## src/rtl/seg_pkg.sv

```systemverilog
// seg_pkg: shared scan FSM state type and active-low {a..g} pattern table indexed by hex value
package seg_pkg;
  typedef enum logic [1:0] {ST_OFF, ST_DEAD, ST_LIT} state_t;
  localparam logic [15:0][6:0] SEG_TBL = {
    7'h38, 7'h30, 7'h42, 7'h31, 7'h60, 7'h08, 7'h04, 7'h00,
    7'h0F, 7'h20, 7'h24, 7'h4C, 7'h06, 7'h12, 7'h4F, 7'h01
  };
endpackage

```

## src/rtl/hex_to_seg.sv

```systemverilog
// hex_to_seg: combinational hex decode (i_nib 4-bit in, o_seg_n 7-bit active-low {a..g} out)
module hex_to_seg
  import seg_pkg::*;
(
  input  logic [3:0] i_nib,
  output logic [6:0] o_seg_n
);
  assign o_seg_n = SEG_TBL[i_nib];
endmodule

```

## src/rtl/seg_scan_ctrl.sv

```systemverilog
// seg_scan_ctrl: multiplexed 7-seg scanner (clk, rst_n, enable, load_valid/data/blank in; load_ready, seg_n, an_n, frame_done out)
module seg_scan_ctrl
  import seg_pkg::*;
#(
  parameter int NUM_DIGITS   = 4,
  parameter int DWELL_CYCLES = 50000,
  parameter int DEAD_CYCLES  = 16
) (
  input  logic                    clk,
  input  logic                    rst_n,
  input  logic                    enable,
  input  logic                    load_valid,
  output logic                    load_ready,
  input  logic [4*NUM_DIGITS-1:0] load_data,
  input  logic [NUM_DIGITS-1:0]   load_blank,
  output logic [6:0]              seg_n,
  output logic [NUM_DIGITS-1:0]   an_n,
  output logic                    frame_done
);
  localparam int MAXC = DWELL_CYCLES > DEAD_CYCLES ? DWELL_CYCLES : DEAD_CYCLES;
  localparam int CW = $clog2(MAXC + 1);
  localparam int IW = NUM_DIGITS > 1 ? $clog2(NUM_DIGITS) : 1;
  localparam logic [CW-1:0] DWELL_LAST = CW'(DWELL_CYCLES - 1);
  localparam logic [CW-1:0] DEAD_LAST = CW'(DEAD_CYCLES - 1);
  localparam logic [IW-1:0] IDX_LAST = IW'(NUM_DIGITS - 1);
  state_t                  r_state, w_state_nx;
  logic [IW-1:0]           r_idx, w_idx_nx;
  logic [CW-1:0]           r_cnt, w_cnt_nx;
  logic [4*NUM_DIGITS-1:0] r_data, r_pdata, w_data_nx;
  logic [NUM_DIGITS-1:0]   r_blank, r_pblank, w_blank_nx, w_an_nx, r_an_n;
  logic                    r_full, r_ready, w_accept, w_xfer, w_boundary, w_full_nx;
  logic [3:0]              w_nib;
  logic [6:0]              w_dec, r_seg_n;

  assign w_boundary = enable && r_state == ST_LIT && r_idx == IDX_LAST && r_cnt == DWELL_LAST;
  assign w_accept   = load_valid && r_ready;
  assign w_xfer     = r_full && (w_boundary || r_state == ST_OFF);
  assign w_full_nx  = w_accept || (r_full && !w_xfer);
  assign w_data_nx  = w_xfer ? r_pdata : r_data;
  assign w_blank_nx = w_xfer ? r_pblank : r_blank;
  assign frame_done = w_boundary;
  assign load_ready = r_ready;
  assign seg_n      = r_seg_n;
  assign an_n       = r_an_n;

  always_ff @(posedge clk or negedge rst_n)
    if (!rst_n) begin
      r_state  <= ST_OFF;
      r_idx    <= '0;
      r_cnt    <= '0;
      r_data   <= '0;
      r_blank  <= '1;
      r_pdata  <= '0;
      r_pblank <= '1;
      r_full   <= 1'b0;
      r_ready  <= 1'b0;
      r_seg_n  <= '1;
      r_an_n   <= '1;
    end else begin
      r_state <= w_state_nx;
      r_idx   <= w_idx_nx;
      r_cnt   <= w_cnt_nx;
      r_data  <= w_data_nx;
      r_blank <= w_blank_nx;
      if (w_accept) begin
        r_pdata  <= load_data;
        r_pblank <= load_blank;
      end
      r_full  <= w_full_nx;
      r_ready <= !w_full_nx;
      r_seg_n <= w_state_nx == ST_LIT ? w_dec : '1;
      r_an_n  <= w_an_nx;
    end

  always_comb begin
    w_state_nx = r_state;
    w_idx_nx   = r_idx;
    w_cnt_nx   = r_cnt + CW'(1);
    if (!enable) begin
      w_state_nx = ST_OFF;
      w_idx_nx   = '0;
      w_cnt_nx   = '0;
    end else if (r_state == ST_OFF) begin
      w_state_nx = ST_DEAD;
      w_idx_nx   = '0;
      w_cnt_nx   = '0;
    end else if (r_state == ST_DEAD && r_cnt == DEAD_LAST) begin
      w_state_nx = ST_LIT;
      w_cnt_nx   = '0;
    end else if (r_state == ST_LIT && r_cnt == DWELL_LAST) begin
      w_state_nx = ST_DEAD;
      w_cnt_nx   = '0;
      w_idx_nx   = r_idx == IDX_LAST ? '0 : r_idx + IW'(1);
    end
  end

  // outputs are computed from next-state values so the registered pins line up with the state register
  always_comb begin
    w_nib   = '0;
    w_an_nx = '1;
    for (int k = 0; k < NUM_DIGITS; k++)
      if (IW'(k) == w_idx_nx) begin
        w_nib      = w_data_nx[4*k +: 4];
        w_an_nx[k] = !(w_state_nx == ST_LIT && !w_blank_nx[k]);
      end
  end

  hex_to_seg u_dec (.i_nib(w_nib), .o_seg_n(w_dec));
endmodule

```

## config.mk

```make
export PLATFORM = sky130hd
export DESIGN_NAME = seg_scan_ctrl
export DESIGN_NICKNAME = d
export VERILOG_FILES = /design/src/rtl/seg_pkg.sv /design/src/rtl/hex_to_seg.sv /design/src/rtl/seg_scan_ctrl.sv
export SDC_FILE = /design/constraint.sdc
export NUM_CORES = 1
export LEC_CHECK = 0
export ABC_CLOCK_PERIOD_IN_PS = 2700
export CAP_MARGIN = 15
export CELL_PAD_IN_SITES_DETAIL_PLACEMENT = 1
export CELL_PAD_IN_SITES_GLOBAL_PLACEMENT = 1
export CORE_MARGIN = 1
export CORE_UTILIZATION = 30
export DETAILED_ROUTE_END_ITERATION = 16
export PLACE_DENSITY_LB_ADDON = 0.12
export SLEW_MARGIN = 20
export SYNTH_ARGS = -nofsm -noshare
export SYNTH_HDL_FRONTEND = slang
export SYNTH_SLANG_ARGS = --single-unit
```

## constraint.sdc

```tcl
create_clock -name clk -period 2.7 [get_ports clk]
set_input_delay 0.405 -clock clk [delete_from_list [all_inputs] [get_ports clk]]
set_output_delay 0.405 -clock clk [all_outputs]
set_load 0.005 [all_outputs]
```

==> metrics.cfg <==
[worst_setup_path]
crit_path_cell_trace = ha_2, and3_4, and3_4, a31oi_4, clkbuf_16, mux2_4, mux2i_1, mux2_4, inv_4, ha_4, mux2_2, o31a_1
critPathLaunchType = flip-flop
rrSetupSlack_ns = -0.11
reg2reg_to = seg_n[3]
cp_max_fo = 7
arrival_ns = 3.10
required_ns = 2.99
rr_startpoint = r_cnt[0]
path_class = flip-flop to flip-flop
rr_worst_depth = 12
crit_path_top_delay_cell = dfrtp_1
max_stage_delay_ns = 0.39
path_buf_inv = 2
crit_cells = 12
end_kind = flip-flop
critPathTopFamily = multiplexers

[timing]
rsz0062_at_grt = true
setup_ws_ns = -0.1128
fin_crit_sh_pct = 104.2
final-setup-viol-count = 5
hold_viol = 0
period_needed_ns = 2.813
tightest_slew_ns = 0.9096
finalMaxSlewViolations = 0
fmax_ghz = 0.3555
fin_skew_ns = 0.01120
finalSetupTns_ns = -0.2708
slew_headroom_pct = 39.36
hold_ws_ns = 0.1734

[clock_tree]
path_clk_slew_ns = 0.08
htreeDepth = 3
hold_buffers = 0
cts.path.max_buffers = 2
cts.sinks = 73
cts_tree = done
clk_latency_ns = 0.35
cts_buffers = 9
root_buffer = clkbuf_8

[route]
dr_total_vias = 2282
vias_per_cell = 4.601
wl_per_cell_microns = 14.98
drtIter0Drc = 50
dr.pass1.iters = 4
finalWirelength_mm = 7.429
ant_nets = 0
drc = 0

[floorplanning]
io_pins = 37
core_area_sq_mm = 0.01051
fp.dieH_microns = 107.0
num_rows = 37
initial_core_util_pct = 31.49
dieArea_sq_mm = 0.01146
die_width_microns = 107.0

[global_routing]
grt_start_max_net_pins = 74
grt.overflow.total = 0
antenna_found_initial = 0
grt_pass1_wl_mm = 12.51
grtUsageTotal_pct = 14.36
first_global_vias = 2451

[cells_and_area]
drive_above_1_share_pct = 43.89
final_cells = 496
fillCellCount = 1109
synthToLayoutAreaGrowth_pct = 39.51
utilization_pct = 43.93
final_nets = 387
final_common_cell = dfrtp_1
antennaDiodeCount = 0
final_cell_mix = 54 x dfrtp_1, 51 x buf_4, 34 x clkdlybuf4s50_1

[worst_hold_path]
holdCritPathClass = input port to asynchronous set/reset pin

[power]
power_density_mw_per_mm2 = 709.2
power_leakage_uw = 0.002119
power.total_uw = 3274
ir_drop_uv = 255.5

[placed_design]
dp_hpwl_mm = 4.939
port_buffers = 36
routabilityCongestion = 0.7038
place_inst = 461

[logic_synthesis]
ys_warn_count = 0
synth.avg_cell_area_sq_um = 12.73
synth_cell_types = 44
synth_edf_count = 0
syn-cell-area_sq_mm = 0.003309
synth-main-ff-cell = dfrtp_1
syn-instance-count = 260
syn-num-nets = 292
async_flop_share_pct = 100.0
yosysSeqAreaShare_pct = 55.92
ys_ff_latch = 73

[run_status]
status = finished, violations left
violations = negative setup slack

[run]
maxCapViolations = 0

through the flow:
step                      worst slack [ns]  cell area (sq um)
final                              -0.1128               4617
after global routing               -0.2055               4617
after CTS                          -0.1238               4489
after detailed placement           -0.3495               4154
after global placement             -0.2518               4154
after floorplan                   -0.04117               3381
metal layers:
metal | part of all wire [%] | GRT usage [%] | vias to the layer above
met1 | 50 | 19.96 | 1137
li1 | - | - | 1095
met5 | 0 | 0 | -
met2 | 45 | 21.38 | 37
met3 | 3.0 | 2.675 | 13
met4 | 1.9 | 7.045 | 0
state kept, by name, summed over array words and instances (netlist names):
register / cells
r_pdata: 16
r_full: 1
r_idx: 2
load_ready: 1
r_state: 2
an_n: 4
r_cnt: 16
r_data: 16
seg_n: 7
r_blank: 4
r_pblank: 4
worst max-delay path by stage:
stage / start / end / slack [ns]
4_1_cts: r_cnt[0] / seg_n[3] / -0.12
5_1_grt: r_cnt[5] / seg_n[3] / -0.21
6_report: r_cnt[0] / seg_n[3] / -0.11
3_5_place_dp: enable / seg_n[4] / -0.35
3_3_place_gp: enable / seg_n[4] / -0.25
2_1_floorplan: r_cnt[0] / seg_n[3] / -0.04
cell families after synthesis:
group / count (synthesis) / synth area share (%)
compound gates: 19 / 4.613
xor+xnor: 14 / 3.705
fa+ha+maj: 8 / 3.025
buf+inv: 18 / 2.873
flops: 73 / 55.92
mux: 55 / 18.56
simple gates: 73 / 11.31
where the power goes:
| part | switching (uW) | internal [uW] |
|---|---|---|
| combinational | 427 | 579 |
| clock | 441 | 427 |
| sequential | 78.8 | 1320 |
synth_stat cells, types with 2 or more instances:
cell type / instances / area, sq um
nor2_1: 22 / 82.58
clkbuf_1: 4 / 15.01
xor2_1: 8 / 70.07
inv_2: 2 / 7.510
mux2_2: 43 / 484.2
and3_1: 6 / 37.54
mux2_4: 2 / 30.03
nor3_1: 4 / 20.02
dfstp_2: 19 / 499.2
o21ai_0: 3 / 15.01
o221ai_1: 2 / 17.52
dfrtp_1: 54 / 1351
xnor2_1: 6 / 52.55
buf_6: 3 / 33.78
nand3_1: 11 / 55.05
nand2_1: 14 / 52.55
nor2b_1: 3 / 18.77
mux2i_1: 10 / 100.1
inv_1: 7 / 26.28
ha_1: 8 / 100.1
a21oi_1: 3 / 15.01
or4_1: 4 / 30.03
area by class of cell:
class	count	area, sq um	area share (%)
sequential	73	1851	40.08
multi-input combinational	169	1510	32.71
timing repair buffer	93	853.3	18.48
tap	136	170.2	3.686
clock buffer	9	123.9	2.683
clock inverter	7	70.07	1.518
inverter	9	38.79	0.8401
what timing repair did:
action | 4_1_cts | 5_1_grt
gates cloned | 1 | 0
gates resized for setup | 15 | 17
endpoints found under the setup margin | 5 | 8
setup buffers | 8 | 10
pin swaps | 3 | 2
Note: power is estimated with default switching activity, not from simulation.
